File: config.mk
export PLATFORM = sky130hd
export DESIGN_NAME = wb_write_queue
export DESIGN_NICKNAME = d
export VERILOG_FILES = /design/src/rtl/wb_pkg.sv /design/src/rtl/wb_fwd_match.sv /design/src/rtl/wb_write_queue.sv
export SDC_FILE = /design/constraint.sdc
export NUM_CORES = 1
export LEC_CHECK = 0
export CORE_MARGIN = 10
export CORE_UTILIZATION = 35
export CTS_BUF_LIST = sky130_fd_sc_hd__clkbuf_8
export DETAILED_ROUTE_END_ITERATION = 8
export PLACE_DENSITY = 0.6
export SYNTH_ARGS = -nofsm -noshare
export SYNTH_HDL_FRONTEND = slang
export SYNTH_HIERARCHICAL = 1
export SYNTH_SLANG_ARGS = --single-unit
File: constraint.sdc
create_clock -name CLK -period 3.8 [get_ports CLK]
set_input_delay 0.57 -clock CLK [delete_from_list [all_inputs] [get_ports CLK]]
set_output_delay 0.57 -clock CLK [all_outputs]
set_load 0.1 [all_outputs]
File: src/rtl/wb_pkg.sv
// rtl/wb_pkg.sv - shared widths and entry type for the write-back queue
package wb_pkg;
    localparam int REG_ADDR_W = 5;
    localparam int DATA_W     = 32;
    localparam logic [REG_ADDR_W-1:0] REG_ZERO = 5'd0;

    typedef struct packed {
        logic [REG_ADDR_W-1:0] address;
        logic [DATA_W-1:0]     data;
    } wb_entry;
endpackage

File: src/rtl/wb_fwd_match.sv
// rtl/wb_fwd_match.sv - youngest-match search over the pending queue entries
module wb_fwd_match
    import wb_pkg::*;
#(
    parameter int DEPTH = 4,
    parameter int PTR_W = $clog2(DEPTH),
    parameter int CNT_W = $clog2(DEPTH + 1)
) (
    input  wb_entry [DEPTH-1:0]    entries,
    input  logic [PTR_W-1:0]       head,
    input  logic [CNT_W-1:0]       count,
    input  logic [REG_ADDR_W-1:0]  addr,
    output logic                   hit,
    output logic [DATA_W-1:0]      data
);
    logic [PTR_W-1:0] idx;

    // Walk oldest to youngest so the last match seen is the youngest one.
    always_comb begin
        hit  = 1'b0;
        data = '0;
        idx  = '0;
        for (int i = 0; i < DEPTH; i++) begin
            idx = head + PTR_W'(i);
            if ((CNT_W'(i) < count) && (addr != REG_ZERO) &&
                (entries[idx].address == addr)) begin
                hit  = 1'b1;
                data = entries[idx].data;
            end
        end
    end
endmodule

File: src/rtl/wb_write_queue.sv
// rtl/wb_write_queue.sv - buffered write-back into the register file with read forwarding
module wb_write_queue
    import wb_pkg::*;
#(
    parameter int DEPTH = 4,
    localparam int CNT_W = $clog2(DEPTH + 1)
) (
    input  logic                  CLK,
    input  logic                  RST,
    input  logic                  reqValid,
    output logic                  reqReady,
    input  logic [REG_ADDR_W-1:0] reqAddress,
    input  logic [DATA_W-1:0]     reqData,
    input  logic                  drainHold,
    output logic                  writeEnable,
    output logic [REG_ADDR_W-1:0] writeAddress,
    output logic [DATA_W-1:0]     writeData,
    input  logic [REG_ADDR_W-1:0] getAddress1,
    input  logic [REG_ADDR_W-1:0] getAddress2,
    output logic                  fwdHit1,
    output logic [DATA_W-1:0]     fwdData1,
    output logic                  fwdHit2,
    output logic [DATA_W-1:0]     fwdData2,
    output logic [CNT_W-1:0]      pendingCount
);
    localparam int PTR_W = $clog2(DEPTH);

    wb_entry [DEPTH-1:0] entries;
    logic [PTR_W-1:0]    head;
    logic [PTR_W-1:0]    tail;
    logic [CNT_W-1:0]    count;
    logic                push;
    logic                pop;
    logic                not_empty;

    assign not_empty    = (count != '0);
    assign reqReady     = (count != CNT_W'(DEPTH));
    // Writes to r0 complete the handshake but are never stored.
    assign push         = reqValid && reqReady && (reqAddress != REG_ZERO);
    assign writeEnable  = not_empty && !drainHold;
    assign pop          = writeEnable;
    assign writeAddress = not_empty ? entries[head].address : REG_ZERO;
    assign writeData    = not_empty ? entries[head].data    : '0;
    assign pendingCount = count;

    always_ff @(posedge CLK) begin
        if (push) begin
            entries[tail] <= '{address: reqAddress, data: reqData};
        end
    end

    always_ff @(posedge CLK) begin
        if (RST) begin
            head  <= '0;
            tail  <= '0;
            count <= '0;
        end else begin
            if (push) begin
                tail <= tail + PTR_W'(1);
            end
            if (pop) begin
                head <= head + PTR_W'(1);
            end
            case ({push, pop})
                2'b10:   count <= count + CNT_W'(1);
                2'b01:   count <= count - CNT_W'(1);
                default: count <= count;
            endcase
        end
    end

    wb_fwd_match #(.DEPTH(DEPTH), .PTR_W(PTR_W), .CNT_W(CNT_W)) u_fwd1 (
        .entries (entries),
        .head    (head),
        .count   (count),
        .addr    (getAddress1),
        .hit     (fwdHit1),
        .data    (fwdData1)
    );

    wb_fwd_match #(.DEPTH(DEPTH), .PTR_W(PTR_W), .CNT_W(CNT_W)) u_fwd2 (
        .entries (entries),
        .head    (head),
        .count   (count),
        .addr    (getAddress2),
        .hit     (fwdHit2),
        .data    (fwdData2)
    );
endmodule

# Word-level counts from Yosys, hierarchy flattened
# Index checks and enable logic that the tools add are counted.
# op_classes
n_lt_le_gt_ge	10
reduce_logical	26
n_eq_ne	11
n_mux	30
n_addsub	6
# ops
operator	n
$bmux 37 s2	4
$mux 32	9
$mux 37	5
$bwmux 148	1
$demux 37 s2	1
$eq 5x5->1	8
$logic_and 1x1->1	20
$lt 2x3->1 const B	5
$reduce_bool 5->1	3
$mux 1	8
$lt 1x3->1 const A	2
$lt 2x3->1 const A	2
$pmux 3 s2	1
$mux 5	1
$add 2x1->2 const B	2
$add 2x2->2 const B	2
$add 3x1->3 const B	1
$ne 3x3->1 const B	1
$reduce_bool 3->1	1
$sub 3x1->3 const B	1
$eq 2x1->1 const B	1
$eq 2x2->1 const B	1
$ge 2x1->1 const B	1
$reduce_bool 2->1	1
$logic_not 1->1	1
# word_totals
elab_cells	94
out_inout_bits	108
regBits	155
in_bits	51

# Depth between registers and ports, before layout
# depth
word_depth	8
mapped_depth	12
mapped_depth_nobuf	9

# By module
# Netlist, hierarchy kept.
# modules_own_cells
module	n_inst	seq_area_each_um2	area_per_inst_um2	cells_each
wb_fwd_match	2	0.0	4420.5	510
wb_write_queue	1	4584.4	6024.5	285

# Least setup slack after synthesis
# No wires, ideal clock.
# synth_timing
path_type	flip-flop to output port
start	register head[0]
end	output fwdData1[30]
n_path_buf	3
arrival_time_ps	3918
t_required_ps	3230
slack_ps	-688
path_stages_with_launch	11
cell_sequence	dfxtp_1 -> buf_6 -> mux4_2 -> xnor2_4 -> o2111ai_1 -> a21oi_2 -> buf_6 -> buf_6 -> mux2i_1 -> a22oi_1 -> o22ai_1
# synth_via
elab_chain_len	8
elab_cells_between_ends	23
cone_classes	add/sub (3); eq/ne (4); mux (12); reduce/logical (4)
# synth_rtl
element	line_no	text
start: declaration	wb_write_queue.sv:29	logic [PTR_W-1:0] head;
start signal: assignment	wb_write_queue.sv:62	head <= head + PTR_W'(1);
$add 2x1->2 / $bmux 37 s2 (equally long branches)	wb_fwd_match.sv:24, wb_fwd_match.sv:26, wb_fwd_match.sv:28	
$bmux 37 s2 / $mux 37 (equally long branches)	wb_fwd_match.sv:26, wb_fwd_match.sv:28	
$mux 37 (implied by the code) / $eq 5x5->1 (equally long branches)	wb_fwd_match.sv:26	(entries[idx].address == addr)) begin
$eq 5x5->1 / $logic_and 1x1->1 (equally long branches)	wb_fwd_match.sv:26, wb_fwd_match.sv:25	
$logic_and 1x1->1 / $mux 32 (equally long branches)	wb_fwd_match.sv:25	if ((CNT_W'(i) < count) && (addr != REG_ZERO) &&
$mux 32 (2 in a row)	wb_fwd_match.sv:25	
$mux 32 (*)	wb_fwd_match.sv:25	
end: declaration	wb_write_queue.sv:21	output logic [DATA_W-1:0] fwdData1,
# Every way passes the cells marked *; elsewhere a longest branch is shown, timed or not. The select of a mux whose other input is x is not followed.

# Final worst setup path
# layout_timing
start	register entries[33] (netlist name)
end	output fwdData1[31]
# layout_via
elab_chain_len	8
elab_cells_between_ends	20
cone_classes	eq/ne (4); mux (12); reduce/logical (4)
# layout_rtl
element	line_no
$bmux 37 s2	wb_fwd_match.sv:26
$mux 37	--
$eq 5x5->1	wb_fwd_match.sv:26
$logic_and 1x1->1	wb_fwd_match.sv:25
$mux 32 (3 in a row)	wb_fwd_match.sv:25
$mux 32 (*)	wb_fwd_match.sv:25
# Marked as above.

==> metrics <==
combinational fraction of design power 76.5%; fin area 20,700 µm²; post-detailed-route count of antenna-violating nets 0; flip-flop and latch count after synthesis 155; Clk Tree Root Cell clkbuf_8; latest clock arrival within the worst-skew pair about 0.5 ns; worst stage delay on the critical path approximately 0.5 ns; ys async rst share 0%; CP Launch Type flip-flop; clock network fraction of design power roughly a tenth; CTS buffer count 17; setup slack after placement -0.00971 ns; Num Clock Sinks ~160; Critical Path Slowest Stage Cell edfxtp_1; maximum number of pins on one net before global-route repair 176; headroom to the max-slew limit 34.5%; worst hold-check slack 0.530 ns; fmax 253 MHz; largest cells by area after synthesis edfxtp_1, mux2_2, mux2i_1; most used cells in the layout excluding fill and tap cells mux2i_1, mux2_2, edfxtp_1; share of Yosys cell area claimed by the top area cell type between 20 and 30%; Worst IR Drop VDD 0.000802 V; vias in the first global route between 10,000 and 15,000; length of the first detailed-routing pass in iterations 5; number of input and output port buffers inserted approximately 160; Netlist Area Pre-Place ~15,000 µm²; leakage component of the power approximately 6.7 nW; Std-Cell Core Area 41,900 µm²; fraction of power spent switching nets 53.4%; count of pins on the block boundary about 160; unrepaired setup endpoints after global routing yes; Core Util, Final between 40% and 50%; final wirelength 51.5 mm; transition time at the pin with the least slew margin 0.980 ns; most frequent cell on the critical path buf_4; residual overflow from global routing 0; worst-path cell chain buf_4, buf_4, mux4_2, xnor2_2, nand2_1, nor4_4, buf_6, buf_4, buf_4, a221o_1, o2bb2ai_4, buf_12; number of pins with negative max-slew slack in the final report 0; initial antenna violation count 1; Net Sw Power 8.51 mW; depth of the worst register-to-register path 9; DP Area 19,300 µm²; count of fill cells added during filler insertion around 3,700; biggest area consumer among synthesized cells edfxtp_1; number of instances in the placed design 1,935; clock tree buffer depth 2; number of design rule violations left after detail routing 0; number of hold violations in the final report 0; CP Data Required Time between 3 and 4 ns; synth warn 6; setup_tns -7.89 ns; number of buffers and inverters on the critical path 6; endpoint kind of the worst setup timing path primary output; layout net count 1,521; clock period minus worst slack 3.95 ns; clock tree from TritonCTS done; power per cell area approximately 770 nW/µm²; dominant register cell in the synthesized netlist edfxtp_1; gate count after technology mapping roughly 1,300; Initial Utilization 35.4%; EDFF count, synth roughly 150; CP Depth 12; setup slack of the most critical reg-to-reg path roughly 1.1 ns; ratio of cells with drive above 1 in the final layout 44.3%; H-Tree Level Count 4; routed vias/inst 6.14; internal power of the cells approximately 7.4 mW; violated checks negative setup slack; drt first-iter violations 964; Final Skew 0.0155 ns; worst hold stages 2; first-pass GRT wire length around 76 mm; Worst Path Class, Setup flip-flop to primary output; HPWL Detailed 32.0 mm; path type of the worst min-delay path flip-flop to flip-flop; total global-route track usage 19.3%; total nets after synthesis 1,362; FP Rows between 70 and 80; result of the run complete, but fails checks; portion of total power attributed to sequential cells 14.2%; overall power after layout 16.0 mW; vertical die dimension 226 µm; number of buffers inserted for hold repair after clock tree synthesis 0; CTS clock-pin slew for the worst setup and hold paths 0.09 ns; synthesis-to-finish area growth 39.4%; via count 12,400; register area share after synthesis 30.8%; leading cell type in the layout, fill and taps excluded mux2i_1; distinct cell type count of the synthesized netlist 54; synthesized area per cell 11.4 µm²; routed length per instance 25.5 µm; worst setup margin -0.153 ns; final cycle utilization of the critical path 104%; Setup Viol. Count Final 64; maximum fanout along the worst path 16; overall die area 51,100 µm²; arrival time worst endpoint 3.38 ns; die width between 200 and 250 µm; Layout Cells excl Fill slightly above 2,000; family of cells with the greatest summed delay on the critical path buffers and inverters; final estimated routing congestion in global placement 0.866; MaxCap Viol Count 0
## power groups by stage
| stage | combinational, mW | clock, mW | sequential [mW] |
|---|---|---|---|
| final | 12.2 | 1.49 | 2.26 |
| after global placement | 11.7 | 0 | 2.33 |
| after floorplan | 8.38 | 0 | 2.32 |
| after CTS | 12.2 | 1.52 | 2.25 |
| after global routing | 12.6 | 1.60 | 2.29 |
| after detailed placement | 11.7 | 0 | 2.34 |
## cell type report
| class | instances | area [µm²] | share of cell area, % |
|---|---|---|---|
| inverter | 13 | 48.8 | 0.235 |
| multi-input combinational | 1002 | 11000 | 53.3 |
| tap | 539 | 674 | 3.25 |
| antenna | 1 | 2.50 | 0.0121 |
| clock inverter | 13 | 199 | 0.960 |
| timing repair buffer | 275 | 3910 | 18.9 |
| clock buffer | 19 | 262 | 1.26 |
| sequential | 155 | 4590 | 22.2 |
## synth_stat cells, drive strengths merged (4+ instances only)
library cell	instances
a21oi	82
o2bb2ai	62
o21ai	44
nor2b	37
nor3	5
mux2i	211
mux2	193
nor2	26
and2	6
xor2	16
a22oi	28
ha	5
mux4	53
clkbuf	82
o2111ai	6
dfxtp	7
buf	53
nor4	4
a41o	16
edfxtp	148
xnor2	32
nand2	6
nand3	4
inv	13
or2	32
or3	8
a221o	82
a2bb2oi	16
## path summary, 6_finish.rpt
path,to,start
worst min register to register,tail[1],tail[1]
worst max-delay path,fwdData1[31],entries[33]
worst max register to register,pendingCount[2],pendingCount[2]
worst min-delay path,tail[1],tail[1]
## cells by family after synthesis
kind of cell / synth area share [%]
mux: 36.9
compound gates: 18.3
flops: 30.8
buf+inv: 4.90
simple gates: 5.40
xor+xnor: 3.08
fa+ha+maj: 0.556
## tightest hold or removal path, cell delays in order (launching register included)
cell      delay (ns)
dfxtp_1         0.35
nand2b_1        0.08
mux2i_1         0.06
## registers in the layout, summed over array words and instances (netlist names)
name          count
entries         148
head              2
pendingCount      3
tail              2
## what timing repair did
item,4_1_cts,5_1_grt
cloned,8,2
gates resized for setup,92,15
pin swaps,34,5
endpoints found under the hold margin,0,0
setup endpoints to repair,73,71
buffers inserted,30,9
## per-layer routing
metal	global-route usage, %	vias to the layer above	part of all wire [%]
li1	-	5594	-
met3	2.61	63	4.7
met1	24.5	6323	43
met4	6.04	0	2.1
met2	33.3	399	50
met5	0	-	0
Power figures use the tool's default switching activity.
